$ cat config.mk
export PLATFORM = sky130hd
export DESIGN_NAME = mem_stage
export DESIGN_NICKNAME = d
export VERILOG_FILES = /design/src/rtl/mips_pkg.sv /design/src/rtl/lsu_align.sv /design/src/rtl/mem_stage.sv
export SDC_FILE = /design/constraint.sdc
export NUM_CORES = 1
export LEC_CHECK = 0
export BUFFER_PORTS_ARGS = -buffer_cell sky130_fd_sc_hd__buf_2
export CAP_MARGIN = 25
export CORE_AREA = 2 2 224 116
export DETAILED_ROUTE_END_ITERATION = 12
export DIE_AREA = 0 0 226 118
export PLACE_DENSITY = 0.51
export SLEW_MARGIN = 20
export SYNTH_ARGS = -nofsm -noshare
export SYNTH_HDL_FRONTEND = slang
export SYNTH_SLANG_ARGS = --single-unit
$ cat constraint.sdc
create_clock -name clk -period 8.1 [get_ports clk]
set_input_delay 1.62 -clock clk [delete_from_list [all_inputs] [get_ports clk]]
set_output_delay 1.62 -clock clk [all_outputs]
set_load 0.03 [all_outputs]
$ cat src/rtl/mips_pkg.sv
// Shared definitions for the MIPS pipeline memory-access stage.
//   mem_state_t : control FSM states of mem_stage
//   SZ_*        : encodings of the mem_size field (2'b11 is reserved and is
//                 handled like a word access)
package mips_pkg;

  typedef enum logic [1:0] {
    IDLE = 2'b00,  // can accept an instruction
    REQ  = 2'b01,  // memory request outstanding
    HOLD = 2'b10   // writeback record waiting for out_ready
  } mem_state_t;

  localparam logic [1:0] SZ_BYTE = 2'b00;
  localparam logic [1:0] SZ_HALF = 2'b01;
  localparam logic [1:0] SZ_WORD = 2'b10;

endpackage

$ cat src/rtl/lsu_align.sv
// Combinational lane logic for big-endian byte/half/word accesses.
//   addr_lo    : address bits [1:0]
//   size       : access size (SZ_BYTE / SZ_HALF / SZ_WORD, 2'b11 acts as word)
//   is_signed  : sign-extend the loaded lane
//   store_data : raw store operand
//   rdata      : raw memory read word
//   be         : byte enables, bit 3 covers [31:24]
//   wdata      : store data replicated across the lanes
//   load_data  : selected lane, zero/sign extended to 32 bits
//   misalign   : half at odd address or word at non-multiple-of-4 address
module lsu_align
  import mips_pkg::*;
(
  input  logic [1:0]  addr_lo,
  input  logic [1:0]  size,
  input  logic        is_signed,
  input  logic [31:0] store_data,
  input  logic [31:0] rdata,
  output logic [3:0]  be,
  output logic [31:0] wdata,
  output logic [31:0] load_data,
  output logic        misalign
);

  logic [7:0]  lane8;
  logic [15:0] lane16;

  always_comb begin
    be        = 4'b1111;
    wdata     = store_data;
    load_data = rdata;
    misalign  = 1'b0;
    lane8     = 8'h00;
    lane16    = 16'h0000;
    case (size)
      SZ_BYTE: begin
        // Offset 0 is the most significant byte.
        be    = 4'b1000 >> addr_lo;
        wdata = {4{store_data[7:0]}};
        case (addr_lo)
          2'd0:    lane8 = rdata[31:24];
          2'd1:    lane8 = rdata[23:16];
          2'd2:    lane8 = rdata[15:8];
          default: lane8 = rdata[7:0];
        endcase
        load_data = is_signed ? {{24{lane8[7]}}, lane8} : {24'h000000, lane8};
      end
      SZ_HALF: begin
        be       = addr_lo[1] ? 4'b0011 : 4'b1100;
        wdata    = {2{store_data[15:0]}};
        lane16   = addr_lo[1] ? rdata[15:0] : rdata[31:16];
        load_data = is_signed ? {{16{lane16[15]}}, lane16} : {16'h0000, lane16};
        misalign = addr_lo[0];
      end
      default: begin
        misalign = (addr_lo != 2'b00);
      end
    endcase
  end

endmodule

$ cat src/rtl/mem_stage.sv
// MIPS pipeline memory-access stage.
// Takes the ALU result as effective address and rt as store data, runs a
// load/store over a request/acknowledge data-memory port and presents a
// registered writeback record. Non-memory instructions pass through with one
// cycle of latency.
//   clk, rst                 : clock, asynchronous active-high reset
//   in_valid/in_ready        : handshake from the execute stage
//   alu_result, rt           : address (or pass-through value), store data
//   mem_read/mem_write       : load/store (both high is treated as a store)
//   mem_size, mem_signed     : access size, sign-extend on load
//   reg_write, wb_reg_in     : register write enable and destination
//   dmem_*                   : data memory port (ack with same-cycle rdata)
//   out_valid/out_ready      : handshake to the writeback stage
//   wb_data, wb_reg, wb_en   : writeback record
//   exc_misalign             : misaligned access flag, qualified by out_valid
module mem_stage
  import mips_pkg::*;
(
  input  logic        clk,
  input  logic        rst,
  input  logic        in_valid,
  output logic        in_ready,
  input  logic [31:0] alu_result,
  input  logic [31:0] rt,
  input  logic        mem_read,
  input  logic        mem_write,
  input  logic [1:0]  mem_size,
  input  logic        mem_signed,
  input  logic        reg_write,
  input  logic [4:0]  wb_reg_in,
  output logic        dmem_req,
  output logic        dmem_we,
  output logic [31:0] dmem_addr,
  output logic [31:0] dmem_wdata,
  output logic [3:0]  dmem_be,
  input  logic        dmem_ack,
  input  logic [31:0] dmem_rdata,
  output logic        out_valid,
  input  logic        out_ready,
  output logic [31:0] wb_data,
  output logic [4:0]  wb_reg,
  output logic        wb_en,
  output logic        exc_misalign
);

  mem_state_t  state_reg, state_next;

  // Instruction fields latched at accept, used when the ack arrives.
  logic [1:0]  off_reg;
  logic [1:0]  size_reg;
  logic        signed_reg;
  logic        store_reg;
  logic        reg_write_reg;
  logic [4:0]  dest_reg;

  logic        accept;
  logic        is_mem;
  logic        in_req;
  logic [1:0]  al_off;
  logic [1:0]  al_size;
  logic        al_signed;
  logic [3:0]  al_be;
  logic [31:0] al_wdata;
  logic [31:0] al_load;
  logic        al_misalign;

  assign in_ready = !rst && (state_reg == IDLE) && (!out_valid || out_ready);
  assign accept   = in_valid && in_ready;
  assign is_mem   = mem_read || mem_write;
  assign in_req   = (state_reg == REQ);

  // One aligner serves both phases: in IDLE it sees the incoming instruction
  // (enables, store data, misalign); in REQ it sees the latched fields so the
  // returning read data is extracted with the original size and offset.
  assign al_off    = in_req ? off_reg    : alu_result[1:0];
  assign al_size   = in_req ? size_reg   : mem_size;
  assign al_signed = in_req ? signed_reg : mem_signed;

  lsu_align u_align (
    .addr_lo    (al_off),
    .size       (al_size),
    .is_signed  (al_signed),
    .store_data (rt),
    .rdata      (dmem_rdata),
    .be         (al_be),
    .wdata      (al_wdata),
    .load_data  (al_load),
    .misalign   (al_misalign)
  );

  always_ff @(posedge clk or posedge rst) begin
    if (rst) state_reg <= IDLE;
    else     state_reg <= state_next;
  end

  always_comb begin
    state_next = state_reg;
    case (state_reg)
      IDLE: begin
        if (accept && is_mem && !al_misalign)
          state_next = REQ;
        else if (!accept && out_valid && !out_ready)
          // Pass-through record not drained: park until out_ready.
          state_next = HOLD;
      end
      REQ:  if (dmem_ack)  state_next = HOLD;
      HOLD: if (out_ready) state_next = IDLE;
      default: state_next = IDLE;
    endcase
  end

  always_ff @(posedge clk or posedge rst) begin
    if (rst) begin
      dmem_req      <= 1'b0;
      dmem_we       <= 1'b0;
      dmem_addr     <= 32'h0;
      dmem_wdata    <= 32'h0;
      dmem_be       <= 4'h0;
      out_valid     <= 1'b0;
      wb_data       <= 32'h0;
      wb_reg        <= 5'd0;
      wb_en         <= 1'b0;
      exc_misalign  <= 1'b0;
      off_reg       <= 2'b00;
      size_reg      <= SZ_BYTE;
      signed_reg    <= 1'b0;
      store_reg     <= 1'b0;
      reg_write_reg <= 1'b0;
      dest_reg      <= 5'd0;
    end else begin
      if (out_valid && out_ready)
        out_valid <= 1'b0;

      if (accept) begin
        off_reg       <= alu_result[1:0];
        size_reg      <= mem_size;
        signed_reg    <= mem_signed;
        store_reg     <= mem_write;
        reg_write_reg <= reg_write;
        dest_reg      <= wb_reg_in;
        if (is_mem && !al_misalign) begin
          dmem_req   <= 1'b1;
          dmem_we    <= mem_write;
          dmem_addr  <= {alu_result[31:2], 2'b00};
          dmem_wdata <= al_wdata;
          dmem_be    <= al_be;
        end else begin
          // Pass-through or misaligned access: record ready next cycle.
          out_valid    <= 1'b1;
          wb_data      <= alu_result;
          wb_reg       <= wb_reg_in;
          wb_en        <= reg_write && !is_mem;
          exc_misalign <= is_mem;
        end
      end

      if (in_req && dmem_ack) begin
        dmem_req     <= 1'b0;
        dmem_we      <= 1'b0;
        dmem_be      <= 4'h0;
        out_valid    <= 1'b1;
        wb_reg       <= dest_reg;
        exc_misalign <= 1'b0;
        if (store_reg) begin
          wb_en <= 1'b0;
        end else begin
          wb_data <= al_load;
          wb_en   <= reg_write_reg;
        end
      end
    end
  end

endmodule

==> impl_metrics.json <==
{
  "drive_gt1_share_pct": 40.9,
  "fin_setup_tns_ps": 0,
  "antenna_found_initial": 1,
  "place_area_sq_mm": 0.00748,
  "clockBufferDepth": 2,
  "root_buffer": "clkbuf_16",
  "slowest_delay_ps": 300,
  "cpMaxStageDelayCell": "nor4b_2",
  "ys_seq_elements": 122,
  "holdBufCountCts": 0,
  "synthCells": 571,
  "ir_drop_mv": 0.183,
  "die_w_um": 226,
  "preCtsSetupSlack_ps": 3760,
  "syn_area_sq_mm": 0.00608,
  "fin_nets": 887,
  "setup_violations": 0,
  "ys.flop_type": "dfrtp_1",
  "wl_um": 21700,
  "post-dp-hpwl_um": 16300,
  "period_share_pct": 49.6,
  "max_freq_ghz": 0.249,
  "dr.first_iter.drc_count": 281,
  "grt_pass1_wl_um": 32900,
  "cts_tree": "yes",
  "gp_congestion": 0.826,
  "grt_start_max_net_pins": 75,
  "synth_edf_count": 0,
  "hold_violations": 0,
  "cts_buffers": 17,
  "relSlewSlack_pct": 33.2,
  "h-tree-depth": 4,
  "cts.sinks": 122,
  "crit_path_cell_trace": "buf_2 -> nand2b_1 -> nor4b_2 -> buf_2",
  "critical_path.top_delay_family": "simple AND/OR/NAND/NOR gates",
  "synthTopCellsByArea": "dfrtp_1, mux2_4, nand2_1",
  "yosysUniqueCellTypes": 47,
  "wire_per_inst_um": 19.2,
  "hold_path_depth": 2,
  "period_minus_slack_ps": 4020,
  "path_buf_inv": 2,
  "tightest_slew_ps": 997,
  "vias": 5104,
  "hp-start": "reg_write_reg",
  "skew_ps": 10.3,
  "worst_slack_ps": 4080,
  "max-cap-violations": 0,
  "layout_common_cells": "buf_2, dfrtp_1, nand2_1",
  "reg_top3": "dmem_wdata: 32 flops, wb_data: 32 flops, dmem_addr: 30 flops",
  "arrival_ps": 2400,
  "synth_top_area_share_pct": 50.2,
  "ys_seq_area_share_pct": 50.2,
  "core_sq_mm": 0.0247,
  "post_cts_buffers": 0,
  "final_common_cell": "buf_2",
  "drv_slew": 0,
  "detail-route-antenna-nets": 0,
  "n_antenna_cell": 0,
  "dieArea_sq_mm": 0.0267,
  "p_leak_uw": 0.00400,
  "power_density_mw_per_mm2": 421,
  "grt_pass1_vias": 5078,
  "holdPathEnd": "reg_write_reg",
  "syn_avg_cell_area_sq_um": 10.6,
  "r2r_cells": 7,
  "die_height_um": 118,
  "crit_top_cell": "buf_2",
  "clk_latency_ps": 440,
  "crit_required_ps": 6480,
  "yosysWarnings": 0,
  "yosysTopAreaCell": "dfrtp_1",
  "rr_endpoint": "dmem_addr[14]",
  "overflow": 0,
  "min_path_type": "register to register",
  "port_buffers": 220,
  "rows": 41,
  "r2r_slack_ps": 4760,
  "start_util_pct": 24.6,
  "status": "completed",
  "crit_path_start_kind": "primary input",
  "rsz0062_at_grt": "no",
  "num_io_pins": 223,
  "fin_area_sq_mm": 0.00805,
  "dr.pass1.iters": 5,
  "path_max_fanout": 3,
  "routed_via_density": 4.51,
  "track_usage_pct": 16.8,
  "drc": 0,
  "worstSetupPathType": "primary input to output pin",
  "clk_pin_slew_ps": 60,
  "ctsResizeCount": 0,
  "r2r_start": "state_reg[1]",
  "async_flop_share_pct": 100,
  "syn_to_final_growth_pct": 32.5,
  "endpoint_kind": "output pin"
}
power by group:
part	internal [uW]	switching, uW	total, uW
logic	536	1020	1560
clock network	428	315	743
registers	907	183	1090
synth_stat cells, types with 5 or more instances:
| cell type | n |
|---|---|
| a211oi_1 | 16 |
| a211oi_2 | 11 |
| a21oi_1 | 24 |
| a22oi_1 | 16 |
| buf_2 | 8 |
| buf_4 | 5 |
| buf_6 | 5 |
| clkbuf_1 | 25 |
| dfrtp_1 | 122 |
| inv_1 | 13 |
| mux2_4 | 39 |
| mux2i_1 | 32 |
| nand2_1 | 89 |
| nand3_1 | 7 |
| nor2_1 | 19 |
| nor3_1 | 55 |
| o21ai_0 | 13 |
| o21ai_1 | 19 |
| o22ai_1 | 7 |
worst min-delay path, delay by kind of cell (launching register included):
kind	cells	cell delay (ps)
DFF	1	340
and+or+nand+nor	2	110
kinds of logic (layout without fill, tap and decap cells):
family	Yosys count	after routing	synth area share (%)
AOI/OAI and AO/OA	127	127	14.8
buffers and inverters	56	272	4.55
DFF	122	122	50.2
muxes	75	75	16.0
other	1	2	0.0617
and+or+nand+nor	190	190	14.4
final cells by class:
| class | instances | area (sq um) |
|---|---|---|
| Inverter | 13 | 53.8 |
| Clock inverter | 14 | 139 |
| Tap cell | 344 | 430 |
| Fill cell | 2568 | 16600 |
| Multi-Input combinational cell | 394 | 2770 |
| Sequential cell | 122 | 3050 |
| Clock buffer | 18 | 429 |
| Timing Repair Buffer | 227 | 1170 |
how the worst max path moves through the flow:
| stage | startpoint | end | slack (ps) | depth (start not counted) |
|---|---|---|---|---|
| floorplan | rst | dest_reg[0] | 3240 | 1 |
| global placement | out_ready | wb_reg[3] | 3790 | 7 |
| detailed placement | out_ready | wb_reg[2] | 3760 | 7 |
| CTS | out_ready | in_ready | 4090 | 4 |
| global route | out_ready | wb_reg[2] | 4020 | 7 |
| finish | out_ready | in_ready | 4080 | 4 |
metal layers:
metal / global-route usage (%) / routed length (um)
met5: 0 / 13
met4: 4.84 / 275
met3: 5.29 / 1330
met2: 21.0 / 8240
met1: 26.5 / 11900
metrics by stage:
stage	utilization (%)	cells	power [uW]	hold slack, ps
4_1_cts	32.6	1132	3430	478
3_5_place_dp	30.3	1100	2670	455
6_report	32.6	1132	3390	476
3_3_place_gp	30.2	1099	2660	451
2_1_floorplan	-	572	2160	437
5_1_grt	32.6	1132	3590	504
No activity file was read; power rests on OpenSTA's default activity.
